## src/rtl/tgl_pkg.sv

```systemverilog
// ---------------------------------------------------------------------------
// tgl_pkg
// Shared types and helpers for the toggle bank arbiter.
//   tgl_state_e : FSM state encoding (IDLE / SEL / APPLY)
//   tgl_dbg_t   : debug snapshot of the arbiter (state, pointer, mreg != 0)
//   idx_w()     : index width for n requesters ($clog2, minimum 1)
//   wrap_inc()  : round-robin index increment with wrap at n-1 -> 0
// ---------------------------------------------------------------------------
package tgl_pkg;

    typedef enum logic [1:0] {
        IDLE  = 2'd0,
        SEL   = 2'd1,
        APPLY = 2'd2
    } tgl_state_e;

    // Widest requester count the block supports; sizes the debug pointer.
    localparam int NREQ_MAX = 8;

    function automatic int idx_w(input int n);
        return (n > 1) ? $clog2(n) : 1;
    endfunction

    function automatic int wrap_inc(input int idx, input int n);
        return (idx + 1 >= n) ? 0 : idx + 1;
    endfunction

    localparam int DBG_PTRW = idx_w(NREQ_MAX);

    // Fixed-width view so the struct does not depend on NREQ or W.
    typedef struct packed {
        tgl_state_e          state;
        logic [DBG_PTRW-1:0] ptr;
        logic                mreg_nz;
    } tgl_dbg_t;

endpackage

```

## src/rtl/rr_pick.sv

```systemverilog
// ---------------------------------------------------------------------------
// rr_pick
// Combinational round-robin selector. Searches req (minus any excluded
// requesters) starting at ptr, ascending, wrapping NREQ-1 -> 0; the first
// set bit wins.
//   req   in  [NREQ]  request levels
//   ptr   in  [IDXW]  search start index (must be < NREQ)
//   excl  in  [NREQ]  requesters to ignore in this search
//   valid out         a winner exists
//   idx   out [IDXW]  winner index (0 when valid is low)
// ---------------------------------------------------------------------------
module rr_pick #(
    parameter int NREQ = 4,
    parameter int IDXW = 2
) (
    input  logic [NREQ-1:0] req,
    input  logic [IDXW-1:0] ptr,
    input  logic [NREQ-1:0] excl,
    output logic            valid,
    output logic [IDXW-1:0] idx
);

    logic [NREQ-1:0]   cand;
    logic [2*NREQ-1:0] dbl;
    logic [NREQ-1:0]   rot;

    assign cand = req & ~excl;
    assign dbl  = {cand, cand};
    // rot[k] is the candidate at position (ptr + k) mod NREQ.
    assign rot  = NREQ'(dbl >> ptr);

    // Walk from the far end so the lowest offset is the last (winning) write.
    always_comb begin
        valid = 1'b0;
        idx   = '0;
        for (int k = NREQ - 1; k >= 0; k--) begin
            if (rot[k]) begin
                valid = 1'b1;
                idx   = IDXW'((int'(ptr) + k) % NREQ);
            end
        end
    end

endmodule

```

## src/rtl/toggle_bank_arbiter.sv

```systemverilog
// ---------------------------------------------------------------------------
// toggle_bank_arbiter
// Sole writer of a W-bit bank of toggle cells shared by NREQ requesters.
// A round-robin arbiter picks one requester, its mask is latched, XORed into
// the bank, and the winner gets a one-cycle grant pulse.
//
// Optional feature macro: TGL_STAT_EN adds the CNTW parameter and the
// saturating toggle_count output (non-zero masks applied).
//
// Ports:
//   clk          in   clock, rising edge
//   rst_n        in   asynchronous active-low reset
//   clr          in   synchronous clear of bank, FSM and counter (ptr kept)
//   req          in   [NREQ]    request levels
//   mask         in   [NREQ*W]  packed masks, requester i at [i*W +: W]
//   gnt          out  [NREQ]    registered one-hot grant pulse
//   q            out  [W]       registered bank contents
//   busy         out            FSM not in IDLE
//   toggle_count out  [CNTW]    only with TGL_STAT_EN
//   dbg          out            state / ptr / mreg-nonzero snapshot
//
// Handshake: a requester holds req and its mask stable until it sees its
// gnt pulse. The mask is sampled on the edge leaving SEL; that same edge
// updates q and raises gnt, so both are visible during APPLY, two cycles
// after req is first seen in IDLE. After gnt the requester may drop req or
// keep it high (with a new mask) to queue another toggle; during APPLY its
// own req is ignored so others are served first.
// ---------------------------------------------------------------------------
module toggle_bank_arbiter
    import tgl_pkg::*;
#(
    parameter int NREQ = 4,
    parameter int W    = 8
`ifdef TGL_STAT_EN
    ,
    parameter int CNTW = 16
`endif
) (
    input  logic              clk,
    input  logic              rst_n,
    input  logic              clr,
    input  logic [NREQ-1:0]   req,
    input  logic [NREQ*W-1:0] mask,
    output logic [NREQ-1:0]   gnt,
    output logic [W-1:0]      q,
    output logic              busy,
`ifdef TGL_STAT_EN
    output logic [CNTW-1:0]   toggle_count,
`endif
    output tgl_dbg_t          dbg
);

    localparam int IDXW = idx_w(NREQ);

    tgl_state_e      state_q;
    tgl_state_e      state_d;
    logic [IDXW-1:0] ptr_q;
    logic [IDXW-1:0] win_q;
    logic [IDXW-1:0] pick_idx;
    logic            pick_valid;
    logic [NREQ-1:0] excl;
    logic [W-1:0]    mreg;
    logic [W-1:0]    mask_sel;

    // ptr already points past the winner while in APPLY (it advances on the
    // SEL->APPLY edge), so the search start is always ptr_q; only the
    // winner itself has to be masked out.
    assign excl = (state_q == APPLY) ? (NREQ'(1) << win_q) : '0;

    rr_pick #(
        .NREQ (NREQ),
        .IDXW (IDXW)
    ) u_pick (
        .req   (req),
        .ptr   (ptr_q),
        .excl  (excl),
        .valid (pick_valid),
        .idx   (pick_idx)
    );

    assign mask_sel = mask[int'(win_q)*W +: W];

    // -----------------------------------------------------------------------
    // FSM next state
    // -----------------------------------------------------------------------
    always_comb begin
        state_d = state_q;
        case (state_q)
            IDLE:    if (pick_valid) state_d = SEL;
            SEL:     state_d = APPLY;
            APPLY:   state_d = pick_valid ? SEL : IDLE;
            default: state_d = IDLE;
        endcase
    end

    assign busy = (state_q != IDLE);

    // -----------------------------------------------------------------------
    // State register and datapath
    // -----------------------------------------------------------------------
    always_ff @(posedge clk or negedge rst_n) begin
        if (!rst_n) begin
            state_q <= IDLE;
            ptr_q   <= '0;
            win_q   <= '0;
            mreg    <= '0;
            q       <= '0;
            gnt     <= '0;
        end else if (clr) begin
            // Aborts any in-flight selection without a grant; ptr is kept
            // so the aborted requester is re-arbitrated from the same spot.
            state_q <= IDLE;
            mreg    <= '0;
            q       <= '0;
            gnt     <= '0;
        end else begin
            state_q <= state_d;
            gnt     <= '0;
            if (state_d == SEL) begin
                win_q <= pick_idx;
            end
            if (state_q == SEL) begin
                mreg  <= mask_sel;
                q     <= q ^ mask_sel;
                gnt   <= NREQ'(1) << win_q;
                ptr_q <= IDXW'(wrap_inc(int'(win_q), NREQ));
            end
        end
    end

`ifdef TGL_STAT_EN
    // -----------------------------------------------------------------------
    // Saturating count of non-zero masks, bumped while the applied mask is
    // held in mreg (visible the cycle after the grant).
    // -----------------------------------------------------------------------
    logic [CNTW-1:0] cnt_q;

    always_ff @(posedge clk or negedge rst_n) begin
        if (!rst_n) begin
            cnt_q <= '0;
        end else if (clr) begin
            cnt_q <= '0;
        end else if (state_q == APPLY && mreg != '0 && cnt_q != '1) begin
            cnt_q <= cnt_q + CNTW'(1);
        end
    end

    assign toggle_count = cnt_q;
`endif

    always_comb begin
        dbg         = '0;
        dbg.state   = state_q;
        dbg.ptr     = DBG_PTRW'(ptr_q);
        dbg.mreg_nz = |mreg;
    end

endmodule

```

## config.mk

```make
export PLATFORM = sky130hd
export DESIGN_NAME = toggle_bank_arbiter
export DESIGN_NICKNAME = d
export VERILOG_FILES = /design/src/rtl/tgl_pkg.sv /design/src/rtl/rr_pick.sv /design/src/rtl/toggle_bank_arbiter.sv
export SDC_FILE = /design/constraint.sdc
export NUM_CORES = 1
export LEC_CHECK = 0
export ABC_AREA = 1
export CORE_ASPECT_RATIO = 1.1
export CORE_MARGIN = 5
export CORE_UTILIZATION = 41
export CTS_BUF_LIST = sky130_fd_sc_hd__clkbuf_8
export CTS_CLUSTER_SIZE = 28
export DETAILED_ROUTE_END_ITERATION = 8
export GPL_ROUTABILITY_DRIVEN = 1
export GPL_TIMING_DRIVEN = 0
export PLACE_DENSITY_LB_ADDON = 0.2
export SYNTH_ARGS = -nofsm -noshare
export SYNTH_HDL_FRONTEND = slang
export SYNTH_SLANG_ARGS = --single-unit
export TNS_END_PERCENT = 100
```

## constraint.sdc

```tcl
create_clock -name clk -period 1.65 [get_ports clk]
set_input_delay 0.165 -clock clk [delete_from_list [all_inputs] [get_ports clk]]
set_output_delay 0.165 -clock clk [all_outputs]
set_load 0.02 [all_outputs]
```

==> results.py <==
metrics = {
    "floorplan": {
        "die_h_um": 75.0,
        "start_util_pct": 42.8,
        "rows": 23,
        "die_w_um": 69.1,
        "design.core.area_um2": 3680,
        "dieArea_um2": 5190,
        "pin_count": 58,
    },
    "route": {
        "vias": 1737,
        "wl_per_cell_um": 13.9,
        "drc": 0,
        "drt_iter0_drc": 57,
        "wl_met3_um": 317,
        "first_pass_iters": 4,
        "wl_met1_mm": 1.97,
        "drtAntennaViolNets": 0,
        "route.met2.wl_mm": 2.46,
        "top_layer_used": "met4",
        "viasPerCell": 5.05,
        "wl_mm": 4.77,
    },
    "critical_path": {
        "cp_max_fo": 4,
        "crit_path_start": "win_q[0]",
        "end_kind": "flop",
        "path_class": "reg2reg",
        "ff2ff_path_depth": 12,
        "worst-endpoint-arrival_ns": 1.76,
        "rr_startpoint": "win_q[0]",
        "crit_required_ns": 1.81,
        "crit_path_start_kind": "flop",
    },
    "sta": {
        "max_freq_ghz": 0.625,
        "maxSlewViolCount": 0,
        "maxSlewHeadroom_pct": 22.2,
        "hold_ws_ns": 0.511,
        "final_hold_viol_count": 0,
        "fin_skew_ns": 0.00330,
        "grt_setup_unrepaired": "true",
        "fin_setup_tns_ns": 0,
        "final.setup.worst_slack_ns": 0.0489,
        "finalCritPeriodShare_pct": 97.0,
        "worstMarginPinSlew_ns": 1.16,
        "fin_crit_ns": 1.60,
        "final-setup-viol-count": 0,
    },
    "job": {
        "drv_cap": 0,
    },
    "finish": {
        "fin_util_pct": 68.4,
        "fin_nets": 340,
        "final_cell_mix": "59 x nand2_1, 54 x clkdlybuf4s50_1, 44 x nand3_1",
        "antennaDiodeCount": 0,
        "layout-drive-gt1-share_pct": 21.4,
        "syn_to_final_growth_pct": 59.8,
        "final_common_cell": "nand2_1",
    },
    "logic_synthesis": {
        "syn_area_um2": 1580,
        "avgSynthCellArea_um2": 7.01,
        "ys_seq_elements": 26,
        "ys_top_cells_by_area": "dfrtp_1 41%, nand3_1 18%, nand2_1 16%",
        "synthDistinctLibCells": 21,
        "synthesis.nets": 269,
        "ys_seq_area_share_pct": 41.3,
        "synth_area_leader_cell": "dfrtp_1",
        "dominantRegCellSynth": "dfrtp_1",
        "ys_warn_count": 0,
        "synth-edff-count": 0,
        "syn_inst": 225,
        "yosysTopAreaCellShare_pct": 41.3,
        "async_flop_share_pct": 100,
    },
    "clock_tree": {
        "clkTransAtPathRegs_ns": 0.09,
        "cts_buffers": 3,
        "clk-insertion-delay-late_ns": 0.26,
        "ctsHoldBuffers": 0,
        "cts-root-buf": "clkbuf_8",
        "htreeDepth": 1,
        "cts_tree": "yes",
        "clkSinkCount": 26,
        "cts_buffer_depth": 2,
    },
    "power": {
        "p_total_mw": 3.74,
        "ir_drop_mv": 0.755,
        "powerDensity_nw_per_um2": 1480,
        "p_leak_nw": 1.15,
    },
    "placed_design": {
        "place_ws_ns": -0.226,
        "io_buffers": 56,
        "gp_congestion": 0.781,
        "dp_hpwl_mm": 3.45,
    },
    "run_status": {
        "outcome": "finished clean",
    },
    "global_routing": {
        "grt.total_usage_pct": 18.3,
        "grt_max_degree": 27,
        "antenna_found_initial": 0,
        "grt_remaining_overflow": 0,
        "grt_first_pass_wirelength_mm": 7.65,
        "grt_pass1_vias": 1664,
    },
    "min_path": {
        "hp-class": "in2async",
    },
}
[what timing repair did]
| item | CTS | global route |
|---|---|---|
| setup buffers | 5 | 6 |
| resized for setup | 10 | 31 |
| pin swaps | 1 | 12 |
| setup endpoints to repair | 5 | 3 |
| hold endpoints to repair | 0 | 0 |
[state kept, by name (all words and copies together) (netlist names)]
register,flops
gnt,4
mreg,8
q,8
win_q,2
ptr_q,2
state_q,2
[synth_stat cells, types with 2 or more instances]
library cell	number
nand2_1	69
nand3_1	56
dfrtp_1	26
inv_1	13
nor2_1	12
a21oi_1	10
o21ai_0	9
buf_2	6
ha_1	5
inv_2	5
buf_4	2
clkinv_1	2
nor4_1	2
[power by group]
part	total (mW)	switching, mW	internal (mW)
clock network	0.356	0.193	0.163
logic	2.44	1.40	1.04
registers	0.942	0.131	0.811
total	3.74	1.73	2.01
[stage by stage]
stage / std cells / area, um^2
floorplan: 225 / 1640
global placement: 331 / 2270
detailed placement: 331 / 2270
CTS: 338 / 2360
global route: 344 / 2520
finish: 344 / 2520
[cell type report]
| cell class | count | area [um^2] |
|---|---|---|
| multi-input cells | 170 | 957 |
| well taps | 50 | 62.6 |
| clock buffers | 3 | 41.3 |
| plain buffers | 8 | 60.1 |
| inverters | 20 | 100 |
| flip-flops and latches | 26 | 653 |
| repair buffers | 67 | 644 |
| fillers | 337 | 1160 |
[kinds of logic (layout without fill, tap and decap cells)]
family	after synthesis	count (layout)	synth area share, %
simple gates	142	142	39.3
buf+inv	29	98	7.86
flops	26	26	41.3
compound gates	21	21	6.83
fa+ha+maj	5	5	3.97
other cells	1	1	0.238
xor+xnor	1	1	0.556
[layer usage]
metal,global-route usage [%],up-vias
met5,0,-
met2,31.3,66
met1,24.4,794
met3,2.54,2
li1,-,875
met4,5.42,0
[final timing paths]
| check | endpoint | slack [ns] |
|---|---|---|
| max | win_q[1] | 0.05 |
| min | gnt[2] | 0.51 |
| max reg2reg | win_q[1] | 0.05 |
| min reg2reg | mreg[5] | 0.52 |
| max in group asynchronous | ptr_q[1] | 0.36 |
| min in group clk | mreg[5] | 0.52 |
[worst max-delay path: stages (launching register included)]
cell and delay, ns:
dfrtp_1 0.41, buf_8 0.15, inv_12 0.06, ha_4 0.13, nand3_2 0.09, nand3_2 0.10, nand2_2 0.07, nor2_2 0.12
nand2_1 0.08, nand3_2 0.11, inv_2 0.05, nor2_2 0.08, a21oi_2 0.04
Power figures use the tool's default switching activity.
